`src/rtl/dff_bank_arbiter_if.sv`:
```
// dff_bank_arbiter_if: requester/bank bundle shared between requesters and the arbiter
interface dff_bank_arbiter_if #(
  parameter int WIDTH   = 4,
  parameter int N_REQ   = 4,
  parameter int OWNER_W = $clog2(N_REQ)
);
  logic [N_REQ-1:0]       input_req;
  logic [N_REQ*WIDTH-1:0] input_data;
  logic                   input_freeze;
  logic [N_REQ-1:0]       output_grant;
  logic [N_REQ-1:0]       output_ack;
  logic [OWNER_W-1:0]     output_owner;
  logic                   output_busy;
  logic [WIDTH-1:0]       output_q;
  logic [WIDTH-1:0]       output_qn;
  modport master (
    output input_req, input_data, input_freeze,
    input  output_grant, output_ack, output_owner, output_busy, output_q, output_qn
  );
  modport slave (
    input  input_req, input_data, input_freeze,
    output output_grant, output_ack, output_owner, output_busy, output_q, output_qn
  );
endinterface

```
`src/rtl/dff_bank_arbiter.sv`:
```
// dff_bank_arbiter: round-robin writer arbitration onto one shared D flip-flop bank
module dff_bank_arbiter #(
  parameter int WIDTH = 4,
  parameter int N_REQ = 4
) (
  input logic                 input_clock1_1,
  input logic                 input_reset1_2,
  dff_bank_arbiter_if.slave   bus
);
  localparam int OWNER_W = $clog2(N_REQ);
  typedef enum logic [1:0] {IDLE, GRANT, ACK} state_t;
  state_t               state, state_nx;
  logic [OWNER_W-1:0]   owner, ptr;
  logic [WIDTH-1:0]     q;
  logic [OWNER_W:0]     pick;
  logic [WIDTH-1:0]     words [N_REQ];
  for (genvar i = 0; i < N_REQ; i++) begin : g_words
    assign words[i] = bus.input_data[i*WIDTH +: WIDTH];
  end
  // MSB flags a hit; search starts just after ptr so the last winner ranks lowest
  function automatic logic [OWNER_W:0] first_req(input logic [N_REQ-1:0] r, input logic [OWNER_W-1:0] p);
    logic [OWNER_W:0] j;
    first_req = '0;
    for (int k = N_REQ; k >= 1; k--) begin
      j = {1'b0, p} + (OWNER_W+1)'(k);
      j = (j >= (OWNER_W+1)'(N_REQ)) ? j - (OWNER_W+1)'(N_REQ) : j;
      if (r[j[OWNER_W-1:0]]) first_req = {1'b1, j[OWNER_W-1:0]};
    end
  endfunction
  always_comb begin
    pick     = first_req(bus.input_req, ptr);
    state_nx = state == IDLE  ? ((pick[OWNER_W] && !bus.input_freeze) ? GRANT : IDLE)
             : state == GRANT ? ACK : IDLE;
  end
  always_ff @(posedge input_clock1_1) begin
    if (input_reset1_2) begin
      state <= IDLE;
      q     <= '0;
      owner <= '0;
      ptr   <= OWNER_W'(N_REQ - 1);
    end else begin
      state <= state_nx;
      if (state == IDLE && state_nx == GRANT) owner <= pick[OWNER_W-1:0];
      if (state == GRANT) q <= words[owner];
      if (state == ACK) ptr <= owner;
    end
  end
  assign bus.output_grant = (state == GRANT) ? N_REQ'(1) << owner : '0;
  assign bus.output_ack   = (state == ACK) ? N_REQ'(1) << owner : '0;
  assign bus.output_busy  = state != IDLE;
  assign bus.output_owner = owner;
  assign bus.output_q     = q;
  assign bus.output_qn    = ~q;
endmodule

```
`src/flat_wrapper.sv`:
```
// flat-port wrapper written by rule: the top's interface ports become plain ports
module dff_bank_arbiter_flat 
#(
  parameter int WIDTH = 4,
  parameter int N_REQ = 4
)
  (input_clock1_1, input_reset1_2, bus_input_req, bus_input_data, bus_input_freeze, bus_output_grant, bus_output_ack, bus_output_owner, bus_output_busy, bus_output_q, bus_output_qn);
  dff_bank_arbiter_if #(.WIDTH(WIDTH), .N_REQ(N_REQ)) bus_i ();
  input logic input_clock1_1;
  input logic input_reset1_2;
  input wire logic [$bits(bus_i.input_req)-1:0] bus_input_req;
  input wire logic [$bits(bus_i.input_data)-1:0] bus_input_data;
  input wire logic [$bits(bus_i.input_freeze)-1:0] bus_input_freeze;
  output wire logic [$bits(bus_i.output_grant)-1:0] bus_output_grant;
  output wire logic [$bits(bus_i.output_ack)-1:0] bus_output_ack;
  output wire logic [$bits(bus_i.output_owner)-1:0] bus_output_owner;
  output wire logic [$bits(bus_i.output_busy)-1:0] bus_output_busy;
  output wire logic [$bits(bus_i.output_q)-1:0] bus_output_q;
  output wire logic [$bits(bus_i.output_qn)-1:0] bus_output_qn;
  assign bus_i.input_req = bus_input_req;
  assign bus_i.input_data = bus_input_data;
  assign bus_i.input_freeze = bus_input_freeze;
  assign bus_output_grant = bus_i.output_grant;
  assign bus_output_ack = bus_i.output_ack;
  assign bus_output_owner = bus_i.output_owner;
  assign bus_output_busy = bus_i.output_busy;
  assign bus_output_q = bus_i.output_q;
  assign bus_output_qn = bus_i.output_qn;
  dff_bank_arbiter #(.WIDTH(WIDTH), .N_REQ(N_REQ)) u_core (.input_clock1_1(input_clock1_1), .input_reset1_2(input_reset1_2), .bus(bus_i));
endmodule
```
`config.mk`:
```
export PLATFORM = sky130hd
export DESIGN_NAME = dff_bank_arbiter_flat
export DESIGN_NICKNAME = d
export VERILOG_FILES = /design/src/rtl/dff_bank_arbiter_if.sv /design/src/rtl/dff_bank_arbiter.sv /design/src/flat_wrapper.sv
export SDC_FILE = /design/constraint.sdc
export NUM_CORES = 1
export LEC_CHECK = 0
export ABC_AREA = 1
export BUFFER_PORTS_ARGS = -buffer_cell sky130_fd_sc_hd__buf_4
export CAP_MARGIN = 40
export CORE_UTILIZATION = 43
export CTS_CLUSTER_DIAMETER = 80
export DETAILED_ROUTE_END_ITERATION = 8
export PLACE_DENSITY = 0.78
export SYNTH_ARGS = -nofsm -noshare
export SYNTH_HDL_FRONTEND = slang
export SYNTH_SLANG_ARGS = --single-unit
```
`constraint.sdc`:
```
create_clock -name input_clock1_1 -period 1.2 [get_ports input_clock1_1]
set_input_delay 0.06 -clock input_clock1_1 [delete_from_list [all_inputs] [get_ports input_clock1_1]]
set_output_delay 0.06 -clock input_clock1_1 [all_outputs]
set_load 0.02 [all_outputs]
```
==> results.json <==
{
  "htree_levels": 1,
  "cap_violations": 0,
  "yosysWarningCount": 0,
  "numCtsBuffers": 3,
  "worstSetupPathType": "flip-flop to flip-flop",
  "max_freq_mhz": 841,
  "cp_slowest_stage_delay_ns": 0.33,
  "p_per_area_nw_per_um2": 929,
  "initial_utilization_pct": 47.5,
  "ioPinCount": 42,
  "synth.distinct_cells": 17,
  "relSlewSlack_pct": 86.0,
  "rsz0062_at_grt": "yes",
  "r2r_cells": 9,
  "syn_inst": 123,
  "viasPerCell": 5.04,
  "grt_pass1_vias": 865,
  "ant_nets": 0,
  "cpMostUsedCell": "nand2_1",
  "grt_pass1_wl_um": 3480,
  "numClockSinks": 10,
  "min_path_type": "primary input to flip-flop",
  "holdWs_ns": 0.0945,
  "peakVddDrop_uv": 567,
  "swShare_pct": 35.9,
  "crit_path_top_delay_cell": "dfxtp_2",
  "dr.pass1.iters": 6,
  "numPortBuffers": 41,
  "status": "complete, but fails checks",
  "p_int_w": 0.000745,
  "layout-drive-gt1-share_pct": 54.0,
  "clockBufferDepth": 2,
  "core_um2": 1560,
  "drt-total-wl_um": 2220,
  "final_core_util_pct": 80.3,
  "worst-r2r-setup-slack_ns": 0.01,
  "drc": 4,
  "clock_power_share_pct": 26.5,
  "die_h_um": 43.5,
  "cp.required_ns": 1.37,
  "crit_path_start": "u_core.ptr[0]",
  "dp_hpwl_um": 1690,
  "finalSetupViolations": 0,
  "min_period_ns": 1.19,
  "final_common_cell": "buf_4",
  "violations": "DRC",
  "grt.overflow.total": 0,
  "num_vias": 958,
  "track_usage_pct": 24.4,
  "ys_seq_area_share_pct": 27.0,
  "finalCritPeriodShare_pct": 99.1,
  "clockRootBuffer": "clkbuf_4",
  "path_cells": "buf_6 > o21ai_4 > nand2_1 > nand2_1 > inv_1 > nand2_1 > nand2_1 > nand2_1 > a21oi_2",
  "path_max_fanout": 7,
  "combPwrFrac_pct": 40.0,
  "setup.worst_path.start_class": "flip-flop",
  "report.final.slew_viol_count": 0,
  "netlist_area_um2": 741,
  "rows": 14,
  "setup_tns_ns": 0,
  "nets": 198,
  "antenna_found_initial": 0,
  "arrival_ns": 1.36,
  "switching_power_w": 0.000417,
  "drt_iter0_drc": 21,
  "r2r-start": "u_core.ptr[0]",
  "insertion_delay_ns": 0.27,
  "dp.cells": 182,
  "cts_tree": "built",
  "synth_nets": 146,
  "sequentialPowerShare_pct": 33.6,
  "routabilityCongestion": 0.906,
  "syn2layout_area_growth_pct": 68.9,
  "syn_avg_cell_area_um2": 6.02,
  "clkTransAtPathRegs_ns": 0.08,
  "worst_setup_path_end_kind": "flip-flop",
  "tightest_slew_ns": 0.210,
  "skew_ns": 0.00932,
  "cellLeakagePower_nw": 0.663,
  "r2r-end": "u_core.bus.output_owner[0]",
  "layout.cells.non_filler": 190,
  "grt_max_degree": 9,
  "hold_violations": 0,
  "antenna_cells": 0,
  "mostFrequentLayoutCells": "43 x buf_4, 35 x nand2_1, 16 x inv_1",
  "die_area_um2": 1890,
  "ys_ff_latch": 10,
  "setup.worst_path.end": "u_core.bus.output_owner[0]",
  "routedWlPerCell_um": 11.7,
  "die_w_um": 43.5
}
==> repair_timing <==
item / CTS / global route
pin swaps: 1 / 5
hold buffers: 1 / 0
endpoints found under the setup margin: 5 / 9
resized for setup: 8 / 32
buffers inserted: 1 / 2
endpoints found under the hold margin: 2 / 0
==> layer usage <==
layer	vias to the layer above	wire (um)	GRT usage [%]
li1	490	-	-
met3	2	137	6.25
met4	0	15	7.50
met5	-	0	0
met2	33	1110	40.3
met1	433	959	31.3
==> kinds of logic (layout without fill, tap and decap cells) <==
kind of cell	after synthesis	count (layout)	share of synthesized area (%)
AOI/OAI and AO/OA	18	18	18.7
buffers and inverters	24	75	13.2
DFF	10	10	27.0
and+or+nand+nor	71	71	41.0
==> critical path, delay by kind of cell (launching register included) <==
| kind | cells | cell delay, ns |
|---|---|---|
| buf+inv | 2 | 0.20 |
| simple gates | 5 | 0.34 |
| compound gates | 2 | 0.22 |
| flops | 1 | 0.33 |
==> layout make-up <==
class | instances | area [um^2]
Inverter | 23 | 91.3
Clock buffer | 4 | 36.3
Timing Repair Buffer | 48 | 378
Tap cell | 16 | 20.0
Multi-Input combinational cell | 89 | 515
Fill cell | 107 | 308
Sequential cell | 10 | 210
==> worst min-delay path by stage <==
stage                        from                     end  slack [ns]  depth (start not counted)
5_1_grt        bus_input_data[13]  u_core.bus.output_q[1]        0.09                          3
6_report        bus_input_data[0]  u_core.bus.output_q[0]        0.09                          3
2_1_floorplan      input_reset1_2         u_core.state[0]        0.13                          1
3_5_place_dp       input_reset1_2         u_core.state[1]        0.24                          2
4_1_cts          bus_input_freeze         u_core.state[0]        0.07                          4
3_3_place_gp       input_reset1_2         u_core.state[1]        0.24                          2
==> flip-flops by register name, summed over array words and instances (netlist names) <==
register and cells:
u_core.state 2, u_core.bus.output_owner 2, u_core.ptr 2, u_core.bus.output_q 4
==> Yosys cell counts <==
master	instances	share of area, %
inv_2	2	1.0
o21ai_1	1	0.68
a22oi_1	4	4.1
a21oi_2	2	2.4
nand2_2	8	6.8
nand3_2	2	2.7
a41oi_1	4	4.7
nand3_1	2	1.4
nor2_2	1	0.85
o21ai_4	1	2.2
o21ai_0	4	2.7
dfxtp_1	10	27
nand2_1	42	21
buf_6	1	1.5
nor2_1	16	8.1
inv_1	21	11
o211ai_1	2	2.0
==> stage by stage <==
| step | instance area, um^2 | total power [W] | worst slack (ns) |
|---|---|---|---|
| finish | 1250 | 0.00116 | 0.0113 |
| global route | 1250 | 0.00124 | -0.0807 |
| CTS | 1150 | 0.00112 | 0.00182 |
| detailed placement | 1080 | 0.000792 | 0.00186 |
| global placement | 1080 | 0.000786 | 0.0448 |
| floorplan | 741 | 0.000629 | -0.0245 |
==> power by group through the flow <==
stage | clock [W] | sequential [W] | combinational, W
3_3_place_gp | 0 | 0.000386 | 0.000399
4_1_cts | 0.000316 | 0.000385 | 0.000421
6_report | 0.000308 | 0.000390 | 0.000464
5_1_grt | 0.000343 | 0.000392 | 0.000507
3_5_place_dp | 0 | 0.000387 | 0.000405
2_1_floorplan | 0 | 0.000405 | 0.000224
(Power assumes the default switching activity.)
